### config.mk
export PLATFORM = sky130hd
export DESIGN_NAME = uart_time_reporter
export DESIGN_NICKNAME = d
export VERILOG_FILES = /design/src/rtl/uart_time_reporter.sv
export SDC_FILE = /design/constraint.sdc
export NUM_CORES = 1
export LEC_CHECK = 0
export CORE_UTILIZATION = 45
export CTS_CLUSTER_DIAMETER = 80
export DETAILED_ROUTE_END_ITERATION = 8
export PLACE_DENSITY = 0.71
export SYNTH_ARGS = -nofsm -noshare
export SYNTH_HDL_FRONTEND = slang
export SYNTH_SLANG_ARGS = --single-unit
### constraint.sdc
create_clock -name clk -period 6.2 [get_ports clk]
set_clock_uncertainty 0.1 [all_clocks]
set_input_delay 0.62 -clock clk [delete_from_list [all_inputs] [get_ports clk]]
set_output_delay 0.62 -clock clk [all_outputs]
set_load 0.02 [all_outputs]
### src/rtl/uart_time_reporter.sv
`default_nettype none
// ============================================================================
// Module   : uart_time_reporter
// Brief    : Snapshots hour/min/sec/centisecond and sends "HH:MM:SS.CC\r\n"
//            as 13 bytes over an 8N1 UART TX line.
// Revision : 1.0 - initial release
// ============================================================================
module uart_time_reporter #(
    parameter int CLK_FREQ = 100_000_000,
    parameter int BAUD     = 9600
) (
    input  logic       clk,
    input  logic       rst,
    input  logic       i_send,
    input  logic [6:0] msec,
    input  logic [5:0] sec,
    input  logic [5:0] min,
    input  logic [4:0] hour,
    output logic       o_tx,
    output logic       o_busy,
    output logic       o_done
);

    localparam int c_div   = CLK_FREQ / BAUD;
    localparam int c_cnt_w = (c_div > 1) ? $clog2(c_div) : 1;
    localparam logic [c_cnt_w-1:0] c_baud_last = c_cnt_w'(c_div - 1);

    localparam logic [1:0] c_idle  = 2'd0;
    localparam logic [1:0] c_start = 2'd1;
    localparam logic [1:0] c_data  = 2'd2;
    localparam logic [1:0] c_stop  = 2'd3;

    logic [1:0]         r_state;
    logic [1:0]         w_next_state;
    logic [c_cnt_w-1:0] r_baud;
    logic [2:0]         r_bit;
    logic [3:0]         r_byte;
    logic               r_done;
    logic [6:0]         r_msec;
    logic [5:0]         r_sec;
    logic [5:0]         r_min;
    logic [4:0]         r_hour;
    logic [7:0]         w_byte;
    logic               w_bit_end;
    logic               w_last_byte;
    logic               w_accept;

    function automatic logic [7:0] ascii_tens(input logic [6:0] v);
        logic [6:0] d;
        d = v / 7'd10;
        return {1'b0, d} + 8'h30;
    endfunction

    function automatic logic [7:0] ascii_ones(input logic [6:0] v);
        logic [6:0] d;
        d = v % 7'd10;
        return {1'b0, d} + 8'h30;
    endfunction

    assign w_bit_end   = (r_baud == c_baud_last);
    assign w_last_byte = (r_byte == 4'd12);
    assign w_accept    = (r_state == c_idle) && i_send;

    always_ff @(posedge clk) begin
        if (rst) r_state <= c_idle;
        else     r_state <= w_next_state;
    end

    // The byte-advance step is folded into the STOP exit so stop and next start are contiguous
    always_comb begin
        w_next_state = r_state;
        case (r_state)
            c_idle:  if (i_send) w_next_state = c_start;
            c_start: if (w_bit_end) w_next_state = c_data;
            c_data:  if (w_bit_end && (r_bit == 3'd7)) w_next_state = c_stop;
            c_stop:  if (w_bit_end) w_next_state = w_last_byte ? c_idle : c_start;
            default: w_next_state = c_idle;
        endcase
    end

    always_comb begin
        o_tx = 1'b1;
        case (r_state)
            c_start: o_tx = 1'b0;
            c_data:  o_tx = w_byte[r_bit];
            default: o_tx = 1'b1;
        endcase
        o_busy = (r_state != c_idle);
        o_done = r_done;
    end

    always_ff @(posedge clk) begin
        if (rst) begin
            r_baud <= '0;
            r_bit  <= 3'd0;
            r_byte <= 4'd0;
            r_done <= 1'b0;
            r_msec <= 7'd0;
            r_sec  <= 6'd0;
            r_min  <= 6'd0;
            r_hour <= 5'd0;
        end else begin
            r_done <= (r_state == c_stop) && w_bit_end && w_last_byte;

            if ((r_state == c_idle) || w_bit_end) r_baud <= '0;
            else                                  r_baud <= r_baud + 1'b1;

            if (r_state != c_data) r_bit <= 3'd0;
            else if (w_bit_end)    r_bit <= r_bit + 3'd1;

            if ((r_state == c_stop) && w_bit_end)
                r_byte <= w_last_byte ? 4'd0 : r_byte + 4'd1;

            if (w_accept) begin
                r_msec <= (msec > 7'd99) ? 7'd99 : msec;
                r_sec  <= sec;
                r_min  <= min;
                r_hour <= hour;
            end
        end
    end

    always_comb begin
        w_byte = 8'h0A;
        case (r_byte)
            4'd0:  w_byte = ascii_tens({2'b00, r_hour});
            4'd1:  w_byte = ascii_ones({2'b00, r_hour});
            4'd2:  w_byte = 8'h3A;
            4'd3:  w_byte = ascii_tens({1'b0, r_min});
            4'd4:  w_byte = ascii_ones({1'b0, r_min});
            4'd5:  w_byte = 8'h3A;
            4'd6:  w_byte = ascii_tens({1'b0, r_sec});
            4'd7:  w_byte = ascii_ones({1'b0, r_sec});
            4'd8:  w_byte = 8'h2E;
            4'd9:  w_byte = ascii_tens(r_msec);
            4'd10: w_byte = ascii_ones(r_msec);
            4'd11: w_byte = 8'h0D;
            default: w_byte = 8'h0A;
        endcase
    end

endmodule
`default_nettype wire

==> results of run 1 <==
==> state kept, by name, indices dropped and copies added (netlist names) <==
register	flops
r_hour	5
r_bit	3
r_min	6
r_baud	14
o_done	1
r_msec	7
r_sec	6
r_byte	4
r_state	2
==> synth_stat cells, drive strengths merged (2+ instances only) <==
library cell,instances
a211oi,10
a21oi,49
a221o,2
a221oi,5
a22oi,5
a311oi,3
a31o,3
a31oi,9
and2,9
and3,10
and3b,3
and4b,2
buf,6
clkbuf,31
dfxtp,48
ha,20
inv,23
mux2,2
mux2i,4
nand2,86
nand2b,13
nand3,19
nand3b,5
nand4,7
nor2,55
nor2b,16
nor3,17
nor3b,2
nor4,2
nor4b,2
o2111ai,4
o211ai,4
o21a,2
o21ai,34
o22a,2
o22ai,10
o311ai,2
or2,5
or3,5
xnor2,11
xor2,8
==> power groups by stage <==
stage          Clock (mW)  Combinational, mW  Sequential [mW]
6_report            0.270              0.565            0.437
2_1_floorplan           0              0.483            0.379
5_1_grt             0.282              0.627            0.446
3_3_place_gp            0              0.546            0.438
3_5_place_dp            0              0.561            0.441
4_1_cts             0.274              0.564            0.433
==> area by class of cell <==
class,count,share of cell area
Sequential cell,48,0.218
Tap cell,108,0.0306
Timing Repair Buffer,30,0.0675
Multi-Input combinational cell,461,0.635
Inverter,23,0.0196
Clock buffer,5,0.0156
Clock inverter,2,0.0136
==> per-stage QoR <==
stage	worst slack (ns)	power, mW	instances	util
after detailed placement	1.09	1.00	670	0.494
after floorplan	2.21	0.862	569	-
final	0.673	1.27	677	0.508
after CTS	0.734	1.27	677	0.508
after global routing	0.416	1.36	677	0.508
after global placement	1.33	0.984	670	0.494
==> logic make-up (layout without fill, tap and decap cells) <==
group	Yosys count	count (layout)	synth area share
AND/OR/NAND/NOR	262	262	0.322
AO/OA/AOI/OAI	154	154	0.256
buffers and inverters	60	60	0.0609
flip-flops	48	48	0.240
adder cells (fa/ha/maj)	20	20	0.0624
XOR/XNOR	19	19	0.0415
multiplexers	6	6	0.0175
==> path summary, 6_finish.rpt <==
kind	startpoint	endpoint	slack [ns]
min	r_baud[0]	r_baud[0]	0.38
max	r_hour[2]	o_tx	0.67
min reg2reg	r_baud[0]	r_baud[0]	0.38
max reg2reg	r_baud[0]	r_byte[3]	4.04
==> critical path, delay by kind of cell, from the launching register on <==
kind | cells | cell delay [ns]
and+or+nand+nor | 5 | 1.21
AOI/OAI and AO/OA | 6 | 1.17
adders and majority gates | 3 | 0.93
buffers and inverters | 2 | 0.59
DFF | 1 | 0.59
==> metal layers <==
layer / vias up / part of all wire / global-route usage
met5: - / 0 / 0
met2: 109 / 0.47 / 0.374
met3: 23 / 0.043 / 0.0274
li1: 2014 / - / -
met4: 0 / 0.022 / 0.0699
met1: 1828 / 0.46 / 0.291
==> impl_metrics.toml, run 1 <==
[hold_path]
min_path_type = "register to register"
holdPathStages = 1

[worst_setup_path]
rr_worst_depth = 7
crit_required_ns = 5.48
end_kind = "output pin"
startpoint_type = "register"
critical_path_arrival_ns = 4.81
cp_max_fo = 14
crit_chain = "or2_2, ha_1, nor2b_1, a21oi_1, ha_1, nand2_1, a211oi_1, or3_1, o21a_1, ha_1, inv_1, a221o_1, a221o_1, nand3b_1, o22ai_2, clkdlybuf4s50_1"
crit_path_frequent_cell = "ha_1"
crit_slowest_cell = "dfxtp_1"
criticalPathCategory = "register to output pin"
slowest_delay_ns = 0.59

[clocking]
ctsResizeCount = 0
cts_buffers = 5
post_cts_buffers = 0
root_buffer = "clkbuf_8"
hold_buffers = 0
clock_path_buffers = 2
htree_levels = 2
path_clk_slew_ns = 0.10
cts_sinks = 48
clock_latency_ns = 0.30
cts_tree = "built"

[sta]
finalHoldViolations = 0
fin_hold_ws_ns = 0.378
setup_viol = 0
setup-tns-final_ns = 0
worst_pin_slew_ns = 0.898
max_clock_freq_mhz = 181
maxSlewHeadroom = 0.400
rsz0062_at_grt = "false"
fin_crit_sh = 0.892
slew_viol_final = 0
final.min_clock_period_ns = 5.53

[synth]
synthTopCellsByArea = "dfxtp_1 24%, nand2_1 8.0%, ha_1 6.2%"
synth_nets = 616
ys_seq_elements = 48
ys_warn_count = 0
synthesis.instances = 569
ys.flop_type = "dfxtp_1"
avgSynthCellArea_um2 = 7.04
synth_top_area_share = 0.240
synth-edff-count = 0
ys_types = 67
yosysTopAreaCell = "dfxtp_1"
ys_seq_area_frac = 0.240
syn_area_um2 = 4010
ys_async_sr_fraction = 0

[power]
power.leakage_nw = 1.49
peakVddDrop_uv = 300
seqPwrFrac = 0.343
pwr-share-comb = 0.445
power_density_nw_per_um2 = 288
p_sw_mw = 0.519
intPower_mw = 0.752
p_sw_frac = 0.408
p_clk_frac = 0.212

[global_routing]
grt_max_degree = 34
grt_pass1_wl_um = 16500
overflow = 0
grt_use_total = 0.220
first_global_vias = 3619
antenna_found_initial = 0

[outcome]
status = "finished, final reports clean"

[drt]
ant_nets = 0
detail_route.wl_per_cell_um = 14.8
vias = 3974
first_iter_violations = 308
drt_first_pass_iters = 5
wirelength_um = 10000
drc = 0
via_per_inst = 5.87

[cells_and_area]
flow.area_growth_from_synthesis_pct = 10.1
seq_area_um2 = 961
multi_input_area_um2 = 2800
nNetsFinal = 616
most-common-layout-cells = "85 x nand2_1, 55 x nor2_1, 48 x a21oi_1, 48 x dfxtp_1, 31 x o21ai_0"
nFillCells = 875
drive_above_1_share = 0.0492
diodes = 0
final_common_cell = "nand2_1"
final_design_area_no_fill_um2 = 4410

[die]
core-area_um2 = 8680
fp-row-count = 34
fp.dieW_um = 96.4
ios = 30
start_util = 0.462
die_h_um = 96.4
die_area_um2 = 9290

[placed_design]
dp_hpwl_um = 7410
place_area_um2 = 4280
io_buffers = 29
place.gp.congestion = 0.916

[run]
drv_cap = 0
(Power assumes the default switching activity.)
==> inputs of run 2 (changes only) <==
- PLACE_DENSITY: 0.71 -> 0.69
==> impl_metrics.toml, run 2 (synthesis results as in run 1) <==
[outcome]
status = "finished, final reports clean"

[sta]
worst_pin_slew_ns = 0.928
slew_viol_final = 0
maxSlewHeadroom = 0.380
rsz0062_at_grt = "false"
setup_viol = 0
max_clock_freq_mhz = 185
finalHoldViolations = 0
setup-tns-final_ns = 0
fin_crit_sh = 0.874
layout_setup_ws_ns = 0.781
final.min_clock_period_ns = 5.42

[worst_setup_path]
crit_chain = "or2_2, ha_1, nor2b_1, a21oi_1, ha_1, nand2_1, a211oi_1, or3_1, o21a_1, ha_1, inv_1, a221o_1, a221o_1, nand3b_1, o22ai_2, clkdlybuf4s50_1"
criticalPathCategory = "register to output pin"
cp_max_fo = 14
reg2reg_slack_ns = 3.99
end_kind = "output pin"
cp-startpoint = "r_hour[2]"
crit_slowest_cell = "dfxtp_1"
crit_path_frequent_cell = "ha_1"
crit_required_ns = 5.48
r2r-start = "r_baud[7]"
critical_path_arrival_ns = 4.70
slowest_delay_ns = 0.58
rr_worst_depth = 7
reg2reg_to = "r_byte[3]"
startpoint_type = "register"

[cells_and_area]
largest_register_ffs = 14
most-common-layout-cells = "85 x nand2_1, 55 x nor2_1, 48 x a21oi_1, 48 x dfxtp_1, 31 x o21ai_0"
drive_above_1_share = 0.0509
final_design_area_no_fill_um2 = 4420
nFillCells = 867
flow.area_growth_from_synthesis_pct = 10.3
top_register = "r_baud"
nNetsFinal = 616
diodes = 0
final_common_cell = "nand2_1"
top_regs = "r_baud: 14 flops, r_msec: 7 flops"

[clocking]
post_cts_buffers = 0
htree_levels = 2
path_clk_slew_ns = 0.09
cts_sinks = 48
ctsResizeCount = 0
clock_path_buffers = 2
cts_tree = "built"
hold_buffers = 0
cts_buffers = 5
root_buffer = "clkbuf_8"
clock_latency_ns = 0.30

[drt]
drc = 0
vias = 3962
detail_route.wl_per_cell_um = 14.3
via_per_inst = 5.84
ant_nets = 0
drt_first_pass_iters = 5
wirelength_um = 9730
first_iter_violations = 302

[global_routing]
grt_pass1_wl_um = 16000
first_global_vias = 3409
grt_use_total = 0.216
antenna_found_initial = 0
overflow = 0
grt_max_degree = 33

[die]
fp.dieW_um = 96.4
start_util = 0.462
die_h_um = 96.4
fp-row-count = 34
ios = 30
core-area_um2 = 8680
die_area_um2 = 9290

[hold_path]
min_to = "r_baud[0]"
holdPathStages = 1
min_path_type = "register to register"
hp-start = "r_baud[0]"

[power]
power_density_nw_per_um2 = 288
peakVddDrop_uv = 210
total_power_mw = 1.27
power.leakage_nw = 1.50

[run]
drv_cap = 0

[placed_design]
post-place-ws_ns = 1.19
place.gp.congestion = 0.901
io_buffers = 29
place_area_um2 = 4280
dp_hpwl_um = 7130
==> run 2: worst max-delay path by stage <==
stage | endpoint | slack [ns]
after global placement | o_tx | 1.31
after detailed placement | o_tx | 1.19
after CTS | o_tx | 0.83
after floorplan | o_tx | 2.21
final | o_tx | 0.78
after global routing | o_tx | 0.46
==> run 2: worst max-delay path, delay by kind of cell, from the launching register on <==
family / cells / cell delay, ns
buffers and inverters: 2 / 0.59
adders and majority gates: 3 / 0.92
AOI/OAI and AO/OA: 6 / 1.15
DFF: 1 / 0.58
and+or+nand+nor: 5 / 1.16
==> run 2: area by class of cell <==
type	instances	area (um^2)	area share
Inverter	23	86.3	0.0195
Clock inverter	3	68.8	0.0156
Clock buffer	5	68.8	0.0156
Timing Repair Buffer	30	298	0.0674
Sequential cell	48	961	0.217
Tap cell	108	135	0.0306
Multi-Input combinational cell	461	2800	0.634
==> run 2: routing by layer <==
metal,part of all wire,up-vias,wire (um),global-route usage
met5,0,-,0,0
met4,0.0096,0,93,0.0502
met3,0.039,8,377,0.0235
met2,0.46,99,4490,0.353
met1,0.49,1835,4760,0.303
li1,-,2020,-,-
==> run 2: through the flow <==
step                utilization  cells  hold slack, ns
floorplan                     -    569           0.330
global placement          0.494    670           0.343
detailed placement        0.494    670           0.353
CTS                       0.509    678           0.377
global route              0.509    678           0.396
finish                    0.509    678           0.373
==> run 2: report_power, final <==
group	switching [mW]	total, mW	internal (mW)
clock network	0.112	0.275	0.162
registers	0.0874	0.435	0.348
logic	0.318	0.563	0.245
total	0.517	1.27	0.755
==> inputs of run 3 (changes only) <==
- CELL_PAD_IN_SITES_DETAIL_PLACEMENT: not set -> 1
- CELL_PAD_IN_SITES_GLOBAL_PLACEMENT: not set -> 1
- PLACE_DENSITY: 0.69 -> 0.89
==> impl_metrics.toml, run 3 (synthesis results as in run 1) <==
[outcome]
status = "finished, final reports clean"

[worst_setup_path]
critical_path_arrival_ns = 4.86
r2r-start = "r_baud[0]"
cp_max_fo = 14
reg2reg_slack_ns = 3.94
rr_worst_depth = 7
setup.worst_path.end = "o_tx"
end_kind = "output pin"
startpoint_type = "register"
criticalPathCategory = "register to output pin"
crit_required_ns = 5.48
cp-startpoint = "r_hour[2]"
reg2reg_to = "r_byte[3]"

[die]
die_h_um = 96.4
ios = 30
die_area_um2 = 9290
fp-row-count = 34
fp.dieW_um = 96.4
start_util = 0.462
core-area_um2 = 8680

[hold_path]
holdPathStages = 1
min_path_type = "register to register"

[clocking]
cts_sinks = 48
clock_path_buffers = 2
hold_buffers = 0
cts_tree = "built"
ctsResizeCount = 0
cts_buffers = 5
root_buffer = "clkbuf_8"
htree_levels = 2
clock_latency_ns = 0.32
path_clk_slew_ns = 0.10
post_cts_buffers = 0

[drt]
drt_first_pass_iters = 4
vias = 4123
via_per_inst = 6.08
first_iter_violations = 195
detail_route.wl_per_cell_um = 17.8
ant_nets = 0
drc = 0
wirelength_um = 12000

[sta]
max_clock_freq_mhz = 179
final.min_clock_period_ns = 5.58
slew_viol_final = 0
setup-tns-final_ns = 0
rsz0062_at_grt = "false"
fin_crit_sh = 0.901
maxSlewHeadroom = 0.346
worst_pin_slew_ns = 0.979
setup_viol = 0
finalHoldViolations = 0

[cells_and_area]
most-common-layout-cells = "85 x nand2_1, 55 x nor2_1, 48 x a21oi_1, 48 x dfxtp_1, 31 x o21ai_0"
drive_above_1_share = 0.0509
nFillCells = 1147
multi_input_area_um2 = 2800
top_regs = "r_baud: 14 flops, r_msec: 7 flops"
seq_area_um2 = 961
nNetsFinal = 616
final_design_area_no_fill_um2 = 4420
diodes = 0
final_common_cell = "nand2_1"
flow.area_growth_from_synthesis_pct = 10.3
largest_register_ffs = 14
top_register = "r_baud"

[global_routing]
grt_pass1_wl_um = 19400
grt_max_degree = 33
antenna_found_initial = 0
overflow = 0
grt_use_total = 0.268
first_global_vias = 4047

[placed_design]
dp_hpwl_um = 8800
place_area_um2 = 4280
io_buffers = 29
place.gp.congestion = 0.902

[power]
power.leakage_nw = 1.50
power_density_nw_per_um2 = 297
peakVddDrop_uv = 208

[run]
drv_cap = 0
==> run 3: cell type report <==
type / instances / area share
repair buffers: 30 / 0.0674
inverters: 23 / 0.0195
flip-flops and latches: 48 / 0.217
clock buffers: 5 / 0.0156
multi-input cells: 461 / 0.634
clock inverters: 3 / 0.0156
well taps: 108 / 0.0306
==> run 3: where the power goes <==
group          switching (mW)  total, mW  internal, mW
Combinational           0.340      0.586         0.246
Clock                   0.125      0.288         0.163
Sequential             0.0915      0.439         0.348
==> run 3: metal layers <==
| layer | part of all wire | track usage |
|---|---|---|
| met1 | 0.44 | 0.330 |
| met3 | 0.036 | 0.0477 |
| met2 | 0.50 | 0.470 |
| met5 | 0 | 0 |
| met4 | 0.020 | 0.0858 |
==> run 3: worst max-delay path: stages, from the launching register on <==
cell	delay [ns]
dfxtp_1	0.58
or2_2	0.20
ha_1	0.42
nor2b_1	0.40
a21oi_1	0.15
ha_1	0.25
nand2_1	0.09
a211oi_1	0.10
or3_1	0.41
o21a_1	0.26
ha_1	0.28
inv_1	0.04
a221o_1	0.32
a221o_1	0.30
nand3b_1	0.10
o22ai_2	0.07
clkdlybuf4s50_1	0.55
==> run 3: how the worst min path moves through the flow <==
stage	start	end	slack [ns]
CTS	r_baud[0]	r_baud[0]	0.38
floorplan	r_baud[0]	r_baud[0]	0.33
global route	r_baud[13]	r_baud[13]	0.42
global placement	r_baud[0]	r_baud[0]	0.35
detailed placement	r_baud[0]	r_baud[0]	0.36
finish	r_baud[0]	r_baud[0]	0.38
==> run 3: metrics by stage <==
stage | setup slack, ns | util | total power, mW | hold WS (ns) | instances
global route | 0.331 | 0.509 | 1.40 | 0.424 | 678
CTS | 0.663 | 0.509 | 1.31 | 0.382 | 678
floorplan | 2.21 | - | 0.862 | 0.330 | 569
finish | 0.616 | 0.509 | 1.31 | 0.378 | 678
global placement | 1.32 | 0.494 | 0.990 | 0.350 | 670
detailed placement | 1.01 | 0.494 | 1.02 | 0.358 | 670
